===== src/rtl/voice_gate_alloc.sv =====
// Polyphonic gate allocator: serial note-on/off commands mapped onto NVOICES
// envelope voices with retrigger, free-voice reuse and oldest-voice stealing.
module voice_gate_alloc #(
    parameter int NVOICES = 4,
    parameter int NOTE_W  = 7
) (
    input  logic                        clock,
    input  logic                        reset_n,
    input  logic                        cmd_valid,
    output logic                        cmd_ready,
    input  logic                        cmd_on,
    input  logic [NOTE_W-1:0]           cmd_note,
    input  logic                        all_off,
    output logic [NVOICES-1:0]          GATE,
    output logic [NVOICES-1:0]          GATEchgd,
    output logic [NVOICES*NOTE_W-1:0]   voice_note,
    output logic [3:0]                  busy_cnt
);

    localparam int IW = $clog2(NVOICES);

    typedef enum logic [1:0] {IDLE, SCAN, COMMIT} state_t;

    state_t              r_state;
    logic [IW-1:0]       r_idx;
    logic                r_on;
    logic [NOTE_W-1:0]   r_note;
    logic [NVOICES-1:0]  r_gate;
    logic [NVOICES-1:0]  r_chgd;
    logic [NOTE_W-1:0]   r_vnote [NVOICES];
    logic [IW-1:0]       r_rank  [NVOICES];
    logic [3:0]          r_busy;
    logic                r_mfound;
    logic [IW-1:0]       r_midx;
    logic                r_ffound;
    logic [IW-1:0]       r_fidx;
    logic [IW-1:0]       r_frank;
    logic [IW-1:0]       r_oidx;

    logic [IW-1:0]       w_tgt;
    logic                w_hit;
    logic [NVOICES-1:0]  w_gate_nxt;
    logic [NVOICES-1:0]  w_chgd_nxt;
    logic [3:0]          w_cnt;

    assign cmd_ready = (r_state == IDLE);
    assign GATE      = r_gate;
    assign GATEchgd  = r_chgd;
    assign busy_cnt  = r_busy;

    for (genvar g = 0; g < NVOICES; g++) begin : g_note
        assign voice_note[g*NOTE_W +: NOTE_W] = r_vnote[g];
    end

    // Note-off only touches a voice when a held match was found.
    always_comb begin
        w_tgt = r_oidx;
        if (r_mfound)
            w_tgt = r_midx;
        else if (r_on && r_ffound)
            w_tgt = r_fidx;
        w_hit = r_on | r_mfound;
    end

    always_comb begin
        w_gate_nxt = r_gate;
        w_chgd_nxt = '0;
        if (all_off) begin
            w_gate_nxt = '0;
            w_chgd_nxt = r_gate;
        end else if (r_state == COMMIT && w_hit) begin
            w_gate_nxt[w_tgt] = r_on;
            w_chgd_nxt[w_tgt] = 1'b1;
        end
    end

    always_comb begin
        w_cnt = '0;
        for (int i = 0; i < NVOICES; i++)
            w_cnt = w_cnt + 4'(w_gate_nxt[i]);
    end

    always_ff @(posedge clock or negedge reset_n) begin
        if (!reset_n) begin
            r_state  <= IDLE;
            r_idx    <= '0;
            r_on     <= 1'b0;
            r_note   <= '0;
            r_gate   <= '0;
            r_chgd   <= '0;
            r_busy   <= '0;
            r_mfound <= 1'b0;
            r_midx   <= '0;
            r_ffound <= 1'b0;
            r_fidx   <= '0;
            r_frank  <= '0;
            r_oidx   <= '0;
            for (int i = 0; i < NVOICES; i++) begin
                r_vnote[i] <= '0;
                r_rank[i]  <= IW'(NVOICES - 1 - i);
            end
        end else begin
            r_gate <= w_gate_nxt;
            r_chgd <= w_chgd_nxt;
            r_busy <= w_cnt;
            if (all_off) begin
                r_state <= IDLE;
            end else begin
                unique case (r_state)
                    IDLE: begin
                        if (cmd_valid) begin
                            r_on     <= cmd_on;
                            r_note   <= cmd_note;
                            r_idx    <= '0;
                            r_mfound <= 1'b0;
                            r_ffound <= 1'b0;
                            r_state  <= SCAN;
                        end
                    end
                    SCAN: begin
                        if (r_gate[r_idx] && r_vnote[r_idx] == r_note
                            && !r_mfound) begin
                            r_mfound <= 1'b1;
                            r_midx   <= r_idx;
                        end
                        if (!r_gate[r_idx]
                            && (!r_ffound || r_rank[r_idx] > r_frank)) begin
                            r_ffound <= 1'b1;
                            r_fidx   <= r_idx;
                            r_frank  <= r_rank[r_idx];
                        end
                        if (r_rank[r_idx] == IW'(NVOICES - 1))
                            r_oidx <= r_idx;
                        if (r_idx == IW'(NVOICES - 1))
                            r_state <= COMMIT;
                        else
                            r_idx <= r_idx + 1'b1;
                    end
                    COMMIT: begin
                        if (r_on) begin
                            r_vnote[w_tgt] <= r_note;
                            for (int j = 0; j < NVOICES; j++) begin
                                if (IW'(j) == w_tgt)
                                    r_rank[j] <= '0;
                                else if (r_rank[j] < r_rank[w_tgt])
                                    r_rank[j] <= r_rank[j] + 1'b1;
                            end
                        end
                        r_state <= IDLE;
                    end
                    default: r_state <= IDLE;
                endcase
            end
        end
    end

endmodule

===== config.mk =====
export PLATFORM = sky130hd
export DESIGN_NAME = voice_gate_alloc
export DESIGN_NICKNAME = d
export VERILOG_FILES = /design/src/rtl/voice_gate_alloc.sv
export SDC_FILE = /design/constraint.sdc
export NUM_CORES = 1
export LEC_CHECK = 0
export CORE_AREA = 2 2 92 103
export DETAILED_ROUTE_END_ITERATION = 10
export DIE_AREA = 0 0 94 105
export PLACE_DENSITY = 0.6
export SLEW_MARGIN = 20
export SYNTH_ARGS = -nofsm -noshare
export SYNTH_HDL_FRONTEND = slang
export SYNTH_SLANG_ARGS = --single-unit

===== constraint.sdc =====
create_clock -name clock -period 3.8 [get_ports clock]
set_clock_uncertainty 0.15 [all_clocks]
set_input_delay 0.76 -clock clock [delete_from_list [all_inputs] [get_ports clock]]
set_output_delay 0.76 -clock clock [all_outputs]
set_load 0.02 [all_outputs]

==> results of run 1 <==
==> kinds of logic (layout without fill, tap and decap cells) <==
logic type                 Yosys count  after routing  share of synthesized area
AOI/OAI and AO/OA                   36             36                    0.09295
xor gates and xnor gates             7              7                    0.01772
adders and majority gates            6              6                    0.02387
buffers and inverters               23             87                    0.03544
DFF                                 69             69                     0.5005
muxes                               59             59                     0.2311
other                                1              1                   0.001084
and+or+nand+nor                     58             58                    0.09729
==> final timing paths <==
kind,end,slack [ns],from,cells past startpoint
max in group asynchronous,r_note[2],2.53,reset_n,2
worst max register to register,busy_cnt[1],0.64,r_on,8
worst max-delay path,busy_cnt[1],0.64,r_on,8
worst min-delay path,r_note[0],0.23,reset_n,1
min in group clock,r_oidx[0],0.36,r_oidx[0],1
worst min register to register,r_oidx[0],0.36,r_oidx[0],1
==> critical path: cells and delay by family (launching register included) <==
| family | cells | cell delay [ns] |
|---|---|---|
| adder cells (fa/ha/maj) | 3 | 0.93 |
| flip-flops | 1 | 0.57 |
| AO/OA/AOI/OAI | 2 | 0.62 |
| AND/OR/NAND/NOR | 2 | 0.65 |
| multiplexers | 1 | 0.13 |
==> report_power, final <==
group,internal [uW],switching [uW],leakage [uW]
Combinational,112,123,0.000956
Clock,389,284,0.000106
Sequential,773,53.0,0.000910
==> Yosys cell counts, types with 2 or more instances <==
library cell,n
a221oi_2,5
nand3_1,3
or3_1,3
mux2_2,43
mux4_1,8
mux2i_1,6
xor2_1,2
nor2_1,13
a31oi_1,2
clkbuf_1,4
buf_2,2
inv_1,12
buf_6,2
a21o_1,3
nor3_1,2
mux4_2,2
nand2_1,16
ha_1,5
nor2b_1,5
and2_1,2
dfstp_2,4
nor3_2,3
buf_4,2
dfrtp_1,65
xnor2_1,5
a21oi_1,5
o21ai_0,8
nand2b_1,2
o41ai_1,2
==> registers in the layout, summed over array words and instances, names as in the netlist, 2 cells and up <==
register and cells:
GATE 4, GATEchgd 4, busy_cnt 3, r_fidx 2, r_frank 2, r_idx 2
r_midx 2, r_note 7, r_oidx 2, r_rank 8, r_state 2, voice_note 28
==> final cells by class <==
cell class	instances	area (sq um)	share of cell area
clock buffer	11	141.4	0.03276
clock inverter	5	83.83	0.01943
inverter	12	45.04	0.01044
multi-input combinational	167	1605	0.3720
sequential	69	1732	0.4013
tap	114	142.6	0.03305
timing repair buffer	59	565.5	0.1311
==> through the flow <==
step                      hold slack, ns  instance area [sq um]  utilization
after floorplan                   0.3144                   3460            -
after global placement            0.3370                   4090       0.4657
after detailed placement          0.3424                   4090       0.4657
after CTS                         0.2374                   4315       0.4913
after global routing              0.2470                   4315       0.4913
final                             0.2340                   4315       0.4913
==> layer usage <==
metal  up-vias  part of all wire
met5         -                 0
met4         0             0.017
met3        15             0.040
met2        67              0.51
met1      1125              0.43
li1       1073                 -
==> summary.txt, run 1 <==
Placed design
  • Worst slack, placed: 0.6799 ns
  • Dpl cells: 421
  • Post-DP HPWL: 5344 um
  • Port bufs: 51
  • Gpl congestion: 0.8379

Worst setup path
  • CP max-delay cell: dfrtp_1
  • Most common cell on crit path: ha_1
  • CP cell instances: a21boi_1 > o31a_1 > or3_1 > mux2i_1 > nor2_1 > fa_1 > ha_1 > ha_1
  • CP Launch Type: flip-flop
  • Worst setup EP type: flip-flop
  • Critical path class: flip-flop to flip-flop
  • CP Max Fanout: 12
  • Largest stage delay on the critical path: 0.57 ns
  • Crit path arrival time: 3.24 ns
  • Critical Path RT: 3.88 ns

Clocking
  • # Post-CTS Setup Buffers: 0
  • Max clock buf depth: 2
  • CTS buffer count: 9
  • PostCTS Resize Cnt: 0
  • Worst-path clk slew: 0.08 ns
  • Root Buffer: clkbuf_8
  • CTS sink cnt: 69
  • Insertion delay to the later sink of the worst-skew pair: 0.34 ns
  • TritonCTS clock tree: built
  • CTS H-tree depth: 3
  • # hold bufs at CTS: 0

GRT
  • GR Util met3: 0.03965
  • First-pass GRT wire length: 12950 um
  • GR peak layer: met2
  • Largest net degree at the start of global routing: 27
  • Initial antenna violation count: 0
  • Vias in the first global route: 2429
  • Met2 Track Usage GR: 0.2821
  • M1 GR Usage: 0.2222
  • Global route overflow: 0
  • GR Util All Layers: 0.1729

Drt
  • Vias after detailed routing: 2280
  • DRC: 0
  • DR WL/cell: 17.50 um
  • Antenna-violating nets left: 0
  • 1st-iter DRT viols: 85
  • Avg Vias per Cell: 5.217
  • Drt pass-1 iters: 4
  • Post-Route WL: 7648 um

Layout
  • Final std cells w/o fill: 437
  • Area growth from synthesis to layout: 24.74%
  • Fill cells: 811
  • Antenna cell count: 0
  • Layout net count: 336
  • Layout cells sized above 1: 0.2817
  • Most frequent cells in the layout: dfrtp_1, clkdlybuf4s50_1, mux2_2, nand2_1, nor2_1
  • Most common cell after layout, fill and taps aside: dfrtp_1

Synthesis
  • Post-Syn Area: 0.003460 sq mm
  • Area leader, netlist: dfrtp_1
  • Seq/Total Area, Yosys: 0.5005
  • Post-Synthesis Cells: 259
  • Ys flop type: dfrtp_1
  • FF+latch count, synth: 69
  • Asr flop ratio synth: 1.000
  • Synth Net Count: 277
  • Synth area leaders: dfrtp_1, mux2_2, mux4_1
  • Number of flops mapped to enable cells by yosys: 0
  • Unique cell type count in the Yosys netlist: 52
  • Synth warn: 0
  • Syn_area_per_cell: 13.36 sq um
  • Yosys top cell area share: 0.4702

STA
  • RSZ-0062 raised after global routing: false
  • Final critical-path required period: 3.162 ns
  • Fin Setup TNS: 0 ns
  • Final worst slack: 0.6383 ns
  • Fin. Hold Viols: 0
  • F_max: 316.3 MHz
  • Worst slew pin tran: 0.6770 ns
  • Max-slew violation count: 0
  • Slew HR: 0.5473
  • Part of the cycle the worst path needs: 0.8320
  • Final setup fails: 0

Die
  • Die area: 0.009870 sq mm
  • Core ar.: 0.008783 sq mm
  • I/O Pins: 53
  • Die width: 94 um
  • Die H: 105 um
  • Starting density of the core: 0.3939
  • Row count: 36

Power
  • Leak: 0.001972 uW
  • Total power: 1735 uW
  • Max VDD drop: 207.9 uV
  • Power Density: 402.0 mW/mm^2

Min path
  • Hold WC Path Type: input port to async pin

Outcome
  • Status: finished, final reports clean

Job
  • Max cap viols: 0
Note: power is estimated with default switching activity, not from simulation.
==> run 2: changes to the inputs <==
==> constraint.sdc (replaced) <==
create_clock -name clock -period 3.1 [get_ports clock]
set_clock_uncertainty 0.15 [all_clocks]
set_input_delay 0.62 -clock clock [delete_from_list [all_inputs] [get_ports clock]]
set_output_delay 0.62 -clock clock [all_outputs]
set_load 0.02 [all_outputs]
==> run 2 against run 1 <==
Clock-buffer cell count unchanged; sequential power up 22%; core utilization up 0.11 points; wire length down 3.9%; final cell count up 0.69%; first-iteration DRC count down 36%; worst setup slack worse by 0.42 ns; clock power up 11%; critical path depth unchanged; combinational power up 25%; via count up 0.26%; sequential cell count unchanged; largest cell class unchanged; highest routed layer unchanged.
==> summary.txt, run 2 (synthesis gave the netlist of run 1 again) <==
Outcome
  • Status: finished, final reports clean

STA
  • Slew HR: 0.4914
  • Part of the cycle the worst path needs: 0.9280
  • F_max: 347.6 MHz
  • Max-slew violation count: 0
  • Final critical-path required period: 2.877 ns
  • Final setup fails: 0
  • Min Hold Slack: 0.1976 ns
  • RSZ-0062 raised after global routing: false
  • Worst slew pin tran: 0.7629 ns
  • Fin. Hold Viols: 0
  • Fin Setup TNS: 0 ns

Layout
  • Max FFs per register: 28
  • Layout net count: 339
  • Final Util: 0.4925
  • Antenna cell count: 0
  • Final std cells w/o fill: 440
  • Most common cell after layout, fill and taps aside: dfrtp_1
  • Layout cells sized above 1: 0.2883
  • Area growth from synthesis to layout: 25.03%
  • Most frequent cells in the layout: dfrtp_1, clkdlybuf4s50_1, mux2_2, nand2_1, nor2_1

Clocking
  • # hold bufs at CTS: 0
  • Root Buffer: clkbuf_8
  • # Post-CTS Setup Buffers: 0
  • CTS H-tree depth: 3
  • CTS sink cnt: 69
  • TritonCTS clock tree: built
  • Worst-path clk slew: 0.08 ns
  • Insertion delay to the later sink of the worst-skew pair: 0.34 ns
  • Max clock buf depth: 2
  • CTS buffer count: 9
  • PostCTS Resize Cnt: 0

Worst setup path
  • Critical Path RT: 3.18 ns
  • Worst setup EP type: flip-flop
  • Crit path arrival time: 2.95 ns
  • CP Launch Type: flip-flop
  • CP Max Fanout: 12
  • Critical path class: flip-flop to flip-flop

Die
  • Core ar.: 0.008783 sq mm
  • I/O Pins: 53
  • Row count: 36
  • Starting density of the core: 0.3939
  • Die area: 0.009870 sq mm
  • Die H: 105 um
  • Die width: 94 um

Placed design
  • Port bufs: 51
  • Dpl cells: 424
  • Gpl congestion: 0.8482
  • Post-DP HPWL: 5115 um

Drt
  • Avg Vias per Cell: 5.195
  • Wire length on met1: 3297 um
  • Met2 wire length: 3629 um
  • Vias after detailed routing: 2286
  • Met3 Wirelength: 296 um
  • 1st-iter DRT viols: 54
  • Drt pass-1 iters: 4
  • DRC: 0
  • DR top layer: met4
  • Antenna-violating nets left: 0
  • DR WL/cell: 16.71 um
  • Post-Route WL: 7351 um

GRT
  • First-pass GRT wire length: 12210 um
  • Global route overflow: 0
  • Vias in the first global route: 2345
  • GR Util All Layers: 0.1618
  • Initial antenna violation count: 0
  • Largest net degree at the start of global routing: 39

Power
  • Max VDD drop: 356.1 uV
  • Leak: 0.001980 uW
  • Power Density: 474.2 mW/mm^2
  • Total power: 2051 uW

Min path
  • Hold WC Path Type: input port to async pin

Job
  • Max cap viols: 0
[run 2: final timing paths]
check | startpoint | to | slack, ns | cells past startpoint
setup / recovery | r_on | busy_cnt[1] | 0.22 | 8
hold / removal | reset_n | r_note[0] | 0.20 | 1
setup reg to reg | r_on | busy_cnt[1] | 0.22 | 8
hold reg to reg | r_fidx[1] | r_fidx[1] | 0.36 | 1
max in group asynchronous | reset_n | r_state[0] | 1.93 | 2
min in group clock | r_fidx[1] | r_fidx[1] | 0.36 | 1
[run 2: layer usage]
layer / up-vias / track usage
met1: 1137 / 0.2233
met5: - / 0
met2: 65 / 0.2490
li1: 1073 / -
met3: 11 / 0.03028
met4: 0 / 0.06832
[run 2: metrics by stage]
| stage | instance area [sq um] | setup slack (ns) |
|---|---|---|
| finish | 4325 | 0.2231 |
| global placement | 4125 | 0.2786 |
| global route | 4325 | 0.05539 |
| detailed placement | 4125 | 0.2111 |
| CTS | 4325 | 0.2165 |
| floorplan | 3460 | 0.2241 |
[run 2: critical path, cell delays in order, from the launching register on]
cell and delay (ns):
dfrtp_1 0.50, a21boi_1 0.35, o31ai_4 0.15, or3_1 0.41
mux2i_1 0.13, nor2_1 0.17, fa_1 0.45, ha_1 0.20
ha_1 0.26
[run 2: cell type report]
class,instances,area [sq um]
inverter,12,45.04
clock buffer,11,141.4
timing repair buffer,62,600.6
tap,114,142.6
clock inverter,5,58.81
fill,772,4458
multi-input combinational,167,1605
sequential,69,1732
[run 2: power breakdown]
group / total [uW] / switching, uW / leakage [uW] / internal [uW]
Clock: 746 / 350 / 0.0000959 / 395
Sequential: 1010 / 62.1 / 0.000910 / 948
Combinational: 295 / 154 / 0.000974 / 142
Total: 2050 / 566 / 0.00198 / 1490
